===== config.mk =====
export PLATFORM = sky130hd
export DESIGN_NAME = pos_cache_cell_reader
export DESIGN_NICKNAME = d
export VERILOG_FILES = /design/src/rtl/pos_cache_cell_reader_pkg.sv /design/src/rtl/pos_reader_fifo.sv /design/src/rtl/pos_cache_cell_reader.sv
export SDC_FILE = /design/constraint.sdc
export NUM_CORES = 1
export LEC_CHECK = 0
export ABC_AREA = 0
export ABC_CLOCK_PERIOD_IN_PS = 10200
export CORE_MARGIN = 5
export CORE_UTILIZATION = 56
export CTS_CLUSTER_SIZE = 28
export DETAILED_ROUTE_END_ITERATION = 16
export PLACE_DENSITY_LB_ADDON = 0.15
export SLEW_MARGIN = 25
export SYNTH_ARGS = -nofsm -noshare
export SYNTH_HDL_FRONTEND = slang
export SYNTH_SLANG_ARGS = --single-unit

===== constraint.sdc =====
create_clock -name clk -period 10.2 [get_ports clk]
set_input_delay 2.04 -clock clk [delete_from_list [all_inputs] [get_ports clk]]
set_output_delay 2.04 -clock clk [all_outputs]
set_load 0.02 [all_outputs]

===== src/rtl/pos_cache_cell_reader_pkg.sv =====
// Shared types and helpers for the cell position-cache reader.
// Holds the FSM encoding, position word width, count slice and cell tag order.
package pos_cache_cell_reader_pkg;

   typedef enum logic [2:0] {
      ST_IDLE,
      ST_READ_NUM,
      ST_CAP_NUM,
      ST_STREAM,
      ST_DRAIN,
      ST_DONE
   } state_t;

   // A position word is {posz, posy, posx}.
   localparam int unsigned COORDS = 3;

   // Address 0 holds the particle count in its low ADDR_WIDTH bits.
   localparam int unsigned COUNT_LSB = 0;

   function automatic int unsigned pos_width(input int unsigned dw);
      return COORDS * dw;
   endfunction

   // Cell tag is {x, y, z} with x in the most significant field.
   function automatic logic [63:0] cell_tag(
      input int unsigned x,
      input int unsigned y,
      input int unsigned z,
      input int unsigned w
   );
      logic [63:0] t;
      t = (64'(x) << (2 * w)) | (64'(y) << w) | 64'(z);
      return t;
   endfunction

endpackage


===== src/rtl/pos_reader_fifo.sv =====
// Small synchronous FIFO carrying {last, id, pos} for the cell reader.
// Ports: push/din in, pop in, dout/valid registered head, occupancy count.
module pos_reader_fifo #(
   parameter int WIDTH = 8,
   parameter int DEPTH = 4
) (
   input  logic                     clk,
   input  logic                     rst,
   input  logic                     push,
   input  logic [WIDTH-1:0]         din,
   input  logic                     pop,
   output logic [WIDTH-1:0]         dout,
   output logic                     valid,
   output logic [$clog2(DEPTH):0]   occupancy
);

   localparam int AW = $clog2(DEPTH);

   logic [WIDTH-1:0] mem [DEPTH];
   logic [AW-1:0]    wr_ptr;
   logic [AW-1:0]    rd_ptr;
   logic [AW-1:0]    rd_ptr_n;
   logic [AW:0]      cnt_n;
   logic             wr_en;
   logic             rd_en;

   always_comb begin
      wr_en    = push;
      rd_en    = pop & valid;
      rd_ptr_n = rd_ptr + AW'(rd_en);
      cnt_n    = occupancy + (AW+1)'(wr_en) - (AW+1)'(rd_en);
   end

   always_ff @(posedge clk) begin
      if (wr_en) begin
         mem[wr_ptr] <= din;
      end
   end

   // The head register is reloaded every cycle from the slot that will
   // be at the head after this cycle's push/pop; when that slot is the
   // one being written right now the incoming word is taken directly.
   always_ff @(posedge clk) begin
      if (rst) begin
         wr_ptr    <= '0;
         rd_ptr    <= '0;
         occupancy <= '0;
         valid     <= 1'b0;
         dout      <= '0;
      end else begin
         wr_ptr    <= wr_ptr + AW'(wr_en);
         rd_ptr    <= rd_ptr_n;
         occupancy <= cnt_n;
         valid     <= (cnt_n != '0);
         if (cnt_n != '0) begin
            if (wr_en && (wr_ptr == rd_ptr_n)) begin
               dout <= din;
            end else begin
               dout <= mem[rd_ptr_n];
            end
         end
      end
   end

endmodule


===== src/rtl/pos_cache_cell_reader.sv =====
// Reads a cell's position cache (count at addr 0, then 1..N) and streams
// each position to the force pipeline over valid/ready.
// Ports: start/motion_update_enable control; out_read_address/out_rden and
// in_particle_info to the cache; out_particle_pos/id/last/valid, in_ready
// to the consumer; busy, done, count_err status.
// Optional POS_READER_CELL_TAG_EN adds out_cell_id = {CELL_X,CELL_Y,CELL_Z}.
module pos_cache_cell_reader
   import pos_cache_cell_reader_pkg::*;
#(
   parameter int DATA_WIDTH    = 32,
   parameter int PARTICLE_NUM  = 220,
   parameter int ADDR_WIDTH    = 8,
   parameter int CELL_ID_WIDTH = 4,
   parameter int CELL_X        = 2,
   parameter int CELL_Y        = 2,
   parameter int CELL_Z        = 4,
   parameter int FIFO_DEPTH    = 4
) (
   input  logic                    clk,
   input  logic                    rst,
   input  logic                    start,
   input  logic                    motion_update_enable,
   output logic [ADDR_WIDTH-1:0]   out_read_address,
   output logic                    out_rden,
   input  logic [3*DATA_WIDTH-1:0] in_particle_info,
   output logic [3*DATA_WIDTH-1:0] out_particle_pos,
   output logic [ADDR_WIDTH-1:0]   out_particle_id,
   output logic                    out_valid,
   input  logic                    in_ready,
   output logic                    out_last,
   output logic                    busy,
   output logic                    done,
   output logic                    count_err
`ifdef POS_READER_CELL_TAG_EN
   ,
   output logic [3*CELL_ID_WIDTH-1:0] out_cell_id
`endif
);

   localparam int POS_W = int'(pos_width(DATA_WIDTH));
   localparam int FW    = 1 + ADDR_WIDTH + POS_W;
   localparam int OCC_W = $clog2(FIFO_DEPTH) + 1;
   localparam logic [ADDR_WIDTH-1:0] MAX_CNT =
      ADDR_WIDTH'(PARTICLE_NUM - 1);
   localparam logic [63:0] TAG_FULL =
      cell_tag(CELL_X, CELL_Y, CELL_Z, CELL_ID_WIDTH);

   if ((FIFO_DEPTH < 4) || ((FIFO_DEPTH & (FIFO_DEPTH - 1)) != 0)) begin : g_chk_depth
      $error("FIFO_DEPTH must be a power of 2 and at least 4");
   end
   if ((TAG_FULL >> (3 * CELL_ID_WIDTH)) != 64'd0) begin : g_chk_cell
      $error("cell coordinate does not fit CELL_ID_WIDTH");
   end

   state_t                  state;
   logic [ADDR_WIDTH-1:0]   count;
   logic [ADDR_WIDTH-1:0]   next_addr;
   logic [ADDR_WIDTH-1:0]   rd_addr_d1;
   logic                    rd_d1;
   logic [1:0]              in_flight;

   logic [ADDR_WIDTH-1:0]   raw_count;
   logic [ADDR_WIDTH-1:0]   cnt_clamped;
   logic                    cnt_over;
   logic [OCC_W:0]          pending;
   logic                    room;
   logic                    issue;
   logic                    push;
   logic                    push_last;
   logic                    pop;

   logic [FW-1:0]           fifo_din;
   logic [FW-1:0]           fifo_dout;
   logic [OCC_W-1:0]        fifo_occ;

   always_comb begin
      raw_count   = in_particle_info[COUNT_LSB +: ADDR_WIDTH];
      cnt_over    = raw_count > MAX_CNT;
      cnt_clamped = cnt_over ? MAX_CNT : raw_count;
      // Reads may only go out if every word already requested still
      // has a FIFO slot waiting for it.
      pending     = (OCC_W+1)'(fifo_occ) + (OCC_W+1)'(in_flight);
      room        = pending < (OCC_W+1)'(FIFO_DEPTH);
      issue       = (state == ST_STREAM) && room;
      // rd_d1 marks the cycle the cache drives data for a read; the
      // count read at address 0 is consumed by CAP_NUM, never pushed.
      push        = rd_d1 && ((state == ST_STREAM) || (state == ST_DRAIN));
      push_last   = (rd_addr_d1 == count);
      pop         = out_valid && in_ready;
      fifo_din    = {push_last, rd_addr_d1, in_particle_info};
   end

   always_ff @(posedge clk) begin
      if (rst) begin
         state            <= ST_IDLE;
         out_read_address <= '0;
         out_rden         <= 1'b0;
         busy             <= 1'b0;
         done             <= 1'b0;
         count_err        <= 1'b0;
         count            <= '0;
         next_addr        <= '0;
         rd_addr_d1       <= '0;
         rd_d1            <= 1'b0;
         in_flight        <= '0;
      end else begin
         rd_d1      <= out_rden;
         rd_addr_d1 <= out_read_address;
         out_rden   <= 1'b0;
         done       <= 1'b0;

         unique case ({issue, push})
            2'b10:   in_flight <= in_flight + 2'd1;
            2'b01:   in_flight <= in_flight - 2'd1;
            default: ;
         endcase

         unique case (state)
            ST_IDLE: begin
               if (start && !motion_update_enable) begin
                  out_read_address <= '0;
                  out_rden         <= 1'b1;
                  count_err        <= 1'b0;
                  busy             <= 1'b1;
                  state            <= ST_READ_NUM;
               end
            end
            ST_READ_NUM: begin
               state <= ST_CAP_NUM;
            end
            ST_CAP_NUM: begin
               count <= cnt_clamped;
               if (cnt_over) begin
                  count_err <= 1'b1;
               end
               if (cnt_clamped == '0) begin
                  done  <= 1'b1;
                  busy  <= 1'b0;
                  state <= ST_DONE;
               end else begin
                  next_addr <= ADDR_WIDTH'(1);
                  state     <= ST_STREAM;
               end
            end
            ST_STREAM: begin
               if (issue) begin
                  out_rden         <= 1'b1;
                  out_read_address <= next_addr;
                  if (next_addr == count) begin
                     state <= ST_DRAIN;
                  end else begin
                     next_addr <= next_addr + ADDR_WIDTH'(1);
                  end
               end
            end
            ST_DRAIN: begin
               if (pop && out_last) begin
                  done  <= 1'b1;
                  busy  <= 1'b0;
                  state <= ST_DONE;
               end
            end
            ST_DONE: begin
               state <= ST_IDLE;
            end
            default: begin
               state <= ST_IDLE;
            end
         endcase
      end
   end

   pos_reader_fifo #(
      .WIDTH (FW),
      .DEPTH (FIFO_DEPTH)
   ) u_fifo (
      .clk       (clk),
      .rst       (rst),
      .push      (push),
      .din       (fifo_din),
      .pop       (pop),
      .dout      (fifo_dout),
      .valid     (out_valid),
      .occupancy (fifo_occ)
   );

   assign out_last         = fifo_dout[FW-1];
   assign out_particle_id  = fifo_dout[POS_W +: ADDR_WIDTH];
   assign out_particle_pos = fifo_dout[POS_W-1:0];

`ifdef POS_READER_CELL_TAG_EN
   localparam logic [3*CELL_ID_WIDTH-1:0] CELL_TAG =
      TAG_FULL[3*CELL_ID_WIDTH-1:0];

   assign out_cell_id = out_valid ? CELL_TAG : '0;
`endif

endmodule

Yosys cells after proc, flatten, opt, wreduce, memory -nomap -nowiden
Memory sizes are Yosys's and may differ from the RTL's. A register that Yosys moved wholly into a read port is not among the register bits.
Index checks and enable logic that the tools add are counted.
{"block": "classes", "n_addsub": 8, "magnitude_cmp": 2, "n_eq_ne": 16, "n_mux": 30, "bitwise_logic": 1, "reduce_logical": 20}
{"cell": "$mux 8", "n": 6}
{"cell": "$pmux 8 s2", "n": 2}
{"cell": "$eq 8x8->1", "n": 2}
{"cell": "$mux 3", "n": 5}
{"cell": "$pmux 3 s5", "n": 1}
{"cell": "$ne 2x2->1 const B", "n": 6}
{"cell": "$reduce_and 4->1", "n": 3}
{"cell": "$mux 1", "n": 11}
{"cell": "$add 8x1->8 const B", "n": 1}
{"cell": "$gt 8x8->1 const B", "n": 1}
{"cell": "$logic_not 8->1", "n": 1}
{"cell": "$reduce_bool 2->1", "n": 4}
{"cell": "$eq 3x2->1 const B", "n": 2}
{"cell": "$pmux 1 s2", "n": 3}
{"cell": "$reduce_and 3->1", "n": 2}
{"cell": "$reduce_bool 3->1", "n": 2}
{"cell": "$logic_and 1x1->1", "n": 5}
{"cell": "$add 2x1->2", "n": 2}
{"cell": "$add 3x2->4", "n": 1}
{"cell": "$lt 4x3->1 const B", "n": 1}
{"cell": "$ne 2x1->1 const B", "n": 2}
{"cell": "$pmux 2 s2", "n": 1}
{"cell": "$add 3x1->3", "n": 1}
{"cell": "$eq 3x1->1 const B", "n": 1}
{"cell": "other kinds (11)", "n": 11}
{"block": "totals", "register_bits": 50, "ramBits": 420, "input_bits": 101, "out_inout_bits": 118, "word_cells": 93, "n_memories": 1}
{"memory": "u_fifo.mem", "words": 4, "width": 105, "rd": 1, "rd_ports_with_merged_regs": 1, "wr": 1, "line_no": "pos_reader_fifo.sv:19", "text": "logic [WIDTH-1:0] mem [DEPTH];"}

Depth between registers and ports, before layout
{"block": "depth", "ltp_word": 6, "ltp_mapped": 14, "ltp_nobuf": 11}

Modules after synthesis
From an unflattened synthesis, not the netlist that was laid out.
{"block": "hier_totals", "hier_cells": 1379, "area_unflattened_um2": 22651.7}
{"module": "pos_reader_fifo", "instances": 1, "cells_each": 1172, "area_per_inst_um2": 20723.6, "seq_area_each_um2": 14874.3}
{"module": "pos_cache_cell_reader", "instances": 1, "cells_each": 207, "area_per_inst_um2": 1928.1, "seq_area_each_um2": 840.8}

Worst setup path after synthesis
Ideal clock, no wire load.
{"block": "synth_path", "path_kind": "reg2reg", "start": "register state[1]", "end": "memory u_fifo.mem[0][0] (netlist name) (enable)", "setup_ns": 0.719, "arrival_ns": 8.617, "t_required_ns": 9.481, "path_slack_ns": 0.864, "stages_incl_launch_ff": 5, "n_path_buf": 1, "period_less_slack_ns": 9.336, "path_cell_list": "dfxtp_1 > clkbuf_1 > and3b_1 > o21a_1 > nor3b_1"}
{"block": "synth_between", "elab_chain_cells": 5, "elab_cells_between_ends": 6, "classes_between": "eq/ne: 2; mux: 2; reduce/logical: 2"}
{"element": "from (decl)", "line_no": "pos_cache_cell_reader.sv:55", "text": "state_t state;"}
{"element": "from (signal assigned)", "line_no": "pos_cache_cell_reader.sv:95", "text": "state <= ST_IDLE;"}
{"element": "from (signal assigned)", "line_no": "pos_cache_cell_reader.sv:125", "text": "state <= ST_READ_NUM;"}
{"element": "from (signal assigned)", "line_no": "pos_cache_cell_reader.sv:129", "text": "state <= ST_CAP_NUM;"}
{"element": "$eq 3x2->1 or $eq 3x3->1 (tied branches)", "line_no": "pos_cache_cell_reader.sv:87", "text": "push = rd_d1 && ((state == ST_STREAM) || (state == ST_DRAIN));"}
{"element": "$logic_or 1x1->1 *", "line_no": "pos_cache_cell_reader.sv:87"}
{"element": "$logic_and 1x1->1 *", "line_no": "pos_cache_cell_reader.sv:87"}
{"element": "$mux 1 *", "line_no": "pos_reader_fifo.sv:35", "text": "if (wr_en) begin"}
{"element": "$mux 1 (not written as such) *", "line_no": "pos_reader_fifo.sv:36", "text": "mem[wr_ptr] <= din;"}
{"element": "to (decl)", "line_no": "pos_reader_fifo.sv:19"}
Mark *: on every way between the ends. The rest lies on a longest branch, timed or not.

Worst setup path in the final report
{"block": "layout_path", "start": "input port in_ready", "end": "register u_fifo.dout[50], read port of u_fifo.mem"}
{"block": "layout_between", "elab_chain_cells": 4, "elab_cells_between_ends": 5, "classes_between": "add/sub: 2; bitwise: 1; reduce/logical: 2"}
{"element": "from (decl)", "line_no": "pos_cache_cell_reader.sv:29", "text": "input logic in_ready,"}
{"element": "$logic_and 1x1->1 *", "line_no": "pos_cache_cell_reader.sv:89", "text": "pop = out_valid && in_ready;"}
{"element": "$and 1x1->1 *", "line_no": "pos_reader_fifo.sv:29", "text": "rd_en = pop & valid;"}
{"element": "$sub 3x1->3", "line_no": "pos_reader_fifo.sv:31", "text": "cnt_n = occupancy + (AW+1)'(wr_en) - (AW+1)'(rd_en);"}
{"element": "$reduce_bool 3->1", "line_no": "pos_reader_fifo.sv:55", "text": "if (cnt_n != '0) begin"}
{"element": "to (decl)", "line_no": "pos_reader_fifo.sv:12", "text": "output logic [WIDTH-1:0] dout,"}
Marks and branches as above.
A chain may end at the register's enable or synchronous reset.

==> results.tsv <==
stage	metric	value	unit
outcome	status	finished, final reports clean	
power_and_ir_drop	total_power	6.543	mW
power_and_ir_drop	pwr-share-comb	0.261	
timing	slew_headroom	0.3367	
place	post-place-ws	4200	ps
place	gp_congestion	0.7832	
timing	fin_crit	5358	ps
timing	maxSlewViolCount	0	
synthesis	postSynthAreaPerCell	16.74	sq um
cts	cts_root_buffer	clkbuf_16	
power_and_ir_drop	power_density	254.9	mW/mm^2
floorplan	fp.coreArea	0.03758	sq mm
synthesis	synthDistinctLibCells	48	
layout	layout_commonest_cell	edfxtp_1	
power_and_ir_drop	p_int	4.646	mW
synthesis	seq_area_frac_synth	0.7402	
timing	grt_setup_unrepaired	false	
hold_path	hp-class	reg2reg	
cts	ctsHoldBuffers	0	
place	port_buffers	218	
timing	hold_viol	0	
layout	fin_nets	1600	
synthesis	yosys.area_share.adder	0.005068	
synthesis	ys_async_sr_fraction	0	
synthesis	ys_seq_elements	575	
global_routing	grt_pass1_wl	70410	microns
cts	htree_levels	2	
global_routing	grt-ovfl-total	0	
route	drc	0	
global_routing	antenna_found_initial	4	
cts	numCtsBuffers	55	
synthesis	synth_top_family_by_area	multiplexers	
route	via_count	11810	
place	hpwlAfterDp	25480	microns
setup_path	end_kind	flip-flop	
cts	cts_tree	done	
route	viasPerCell	5.763	
timing	worst_pin_slew	994.9	ps
power_and_ir_drop	switching_share	0.2899	
layout	drive_gt1_frac	0.1406	
setup_path	worst_setup_path_start_kind	input pin	
timing	fmax	0.1866	GHz
synthesis	synth_xor_area_frac	0.01049	
synthesis	synthCells	1268	
setup_path	arrival	5890	ps
setup_path	path_max_fanout	54	
power_and_ir_drop	pwr-share-seq	0.442	
layout	syn_to_final_growth	20.90	%
timing	fin_setup_tns	0	ps
floorplan	initial_utilization	0.5650	
timing	setup-violations-final	0	
timing	setup_ws	4842	ps
setup_path	cp.required	10730	ps
cts	cts_sinks	575	
floorplan	rows	71	
route	routedWlPerCell	21.94	microns
route	ant_nets	0	
synthesis	synth_warnings	0	
synthesis	yosys.area_share.simple	0.06117	
cts	clock_path_buffers	3	
layout	final_cell_mix	edfxtp_1 (420), nand2_1 (245), clkdlybuf4s50_1 (218), dfxtp_1 (155)	
layout	fill_cells	2541	
timing	fin_hold_ws	432.9	ps
power_and_ir_drop	p_leak	8.826	nW
timing	min_period_over_period	0.5253	
route	drt_iter0_markers	891	
cts	post_cts_buffers	0	
global_routing	grt_max_degree	66	
power_and_ir_drop	peakVddDrop	0.0001573	V
synthesis	syn_area	0.02123	sq mm
cts	cts_resized	0	
synthesis	synth-main-ff-cell	edfxtp_1	
floorplan	die_h	204.7	microns
synthesis	syn-num-nets	1377	
floorplan	die_x	204.7	microns
run	maxCapViolations	0	
synthesis	synth-compound-area-share	0.05457	
floorplan	die_area	0.04191	sq mm
synthesis	synth.area.mux_share	0.1114	
global_routing	grt_pass1_vias	12220	
cts	clk_latency	590	ps
timing	fin_skew	11.54	ps
synthesis	synth_edf_count	420	
power_and_ir_drop	p_switching	1.897	mW
global_routing	grt_usage	0.2170	
cts	path_clk_slew	60	ps
setup_path	critical_path_class	in2reg	
route	dr.pass1.iters	5	
route	wl	44950	microns
floorplan	io_pins	219	
power_and_ir_drop	power_frac_clock	0.297	
## kinds of logic (layout without fill, tap and decap cells)
family	after synthesis	after routing
fa+ha+maj	8	8
buf+inv	84	352
simple gates	310	310
xor+xnor	23	23
flops	575	575
other cells	0	2
mux	105	105
compound gates	163	163
## Yosys cell counts (2+ instances only)
master    number  area, sq um
xnor2_1       12        105.1
dfxtp_1      155         3103
nor3b_1        4        30.03
a22oi_1      105        788.3
nor2b_1        5        31.28
and3_1         9        56.30
nand3_1        7        35.03
buf_2         26        130.1
nor4_2         2        25.02
or3_1          6        37.54
nand4_1        4        25.02
edfxtp_1     420        12610
o21ai_0       15        75.07
nand2b_1       2        12.51
ha_1           7        87.58
and2_1         3        18.77
o21a_1         2        15.01
buf_4          2        15.01
a21oi_1       18        90.09
clkbuf_1      33        123.9
nor3_1         3        15.01
nor2_1        15        56.30
mux4_2       105         2365
nand2_1      245        919.6
inv_1         16        60.06
nor4_1         3        18.77
buf_1          6        22.52
a31oi_1       10        62.56
xor2_1         9        78.83
## sequential cells by signal, summed over array words and instances (netlist names), 3 cells and up
register          flops
rd_addr_d1            8
count                 8
u_fifo.mem          420
u_fifo.occupancy      3
out_read_address      8
state                 3
u_fifo.dout         105
next_addr             8
## critical path, cell delays in order
cell             delay [ps]
clkdlybuf4s50_1         440
and2_1                  210
ha_1                    260
inv_1                    50
ha_1                    130
inv_1                    50
fa_1                    400
xnor3_1                 240
a31oi_1                 260
a21boi_4                210
buf_4                   560
buf_4                   710
a22oi_1                 180
nand2_1                 110
## power groups by stage
stage          logic (mW)  registers (mW)  clock network, mW
5_1_grt              1.84            2.92               2.08
4_1_cts              1.74            2.90               1.98
3_5_place_dp         1.73            2.94                  0
2_1_floorplan       0.770            3.16                  0
6_report             1.71            2.89               1.94
3_3_place_gp         1.70            2.94                  0
## final timing paths
kind / start / endpoint / slack [ps] / cells after the start
hold / removal: u_fifo.dout[20] / u_fifo.dout[20] / 430 / 2
setup reg to reg: state[1] / u_fifo.dout[50] / 5850 / 12
hold reg to reg: u_fifo.dout[20] / u_fifo.dout[20] / 430 / 2
setup / recovery: in_ready / u_fifo.dout[50] / 4840 / 14
## cell type report
cell class	count	area, sq um	share of cell area
timing repair buffer	234	2306	0.08984
sequential	575	15720	0.6122
tap	511	639.4	0.02491
clock buffer	82	1578	0.06147
multi-input combinational	609	5216	0.2032
inverter	16	60.06	0.002340
clock inverter	20	148.9	0.005801
antenna	2	5.005	0.0001950
## per-stage QoR
| step | utilization | cell area, sq um | std cells |
|---|---|---|---|
| 2_1_floorplan | - | 21230 | 1268 |
| 3_3_place_gp | 0.6369 | 23930 | 1945 |
| 3_5_place_dp | 0.6369 | 23930 | 1945 |
| 4_1_cts | 0.6828 | 25660 | 2047 |
| 5_1_grt | 0.6831 | 25670 | 2049 |
| 6_report | 0.6831 | 25670 | 2049 |
## metal layers
metal  GRT usage  wire length, microns
met3     0.04543                  3035
met1      0.3072                 19060
met5           0                    11
met4     0.05336                   979
met2      0.3524                 21870
(Power assumes the default switching activity.)
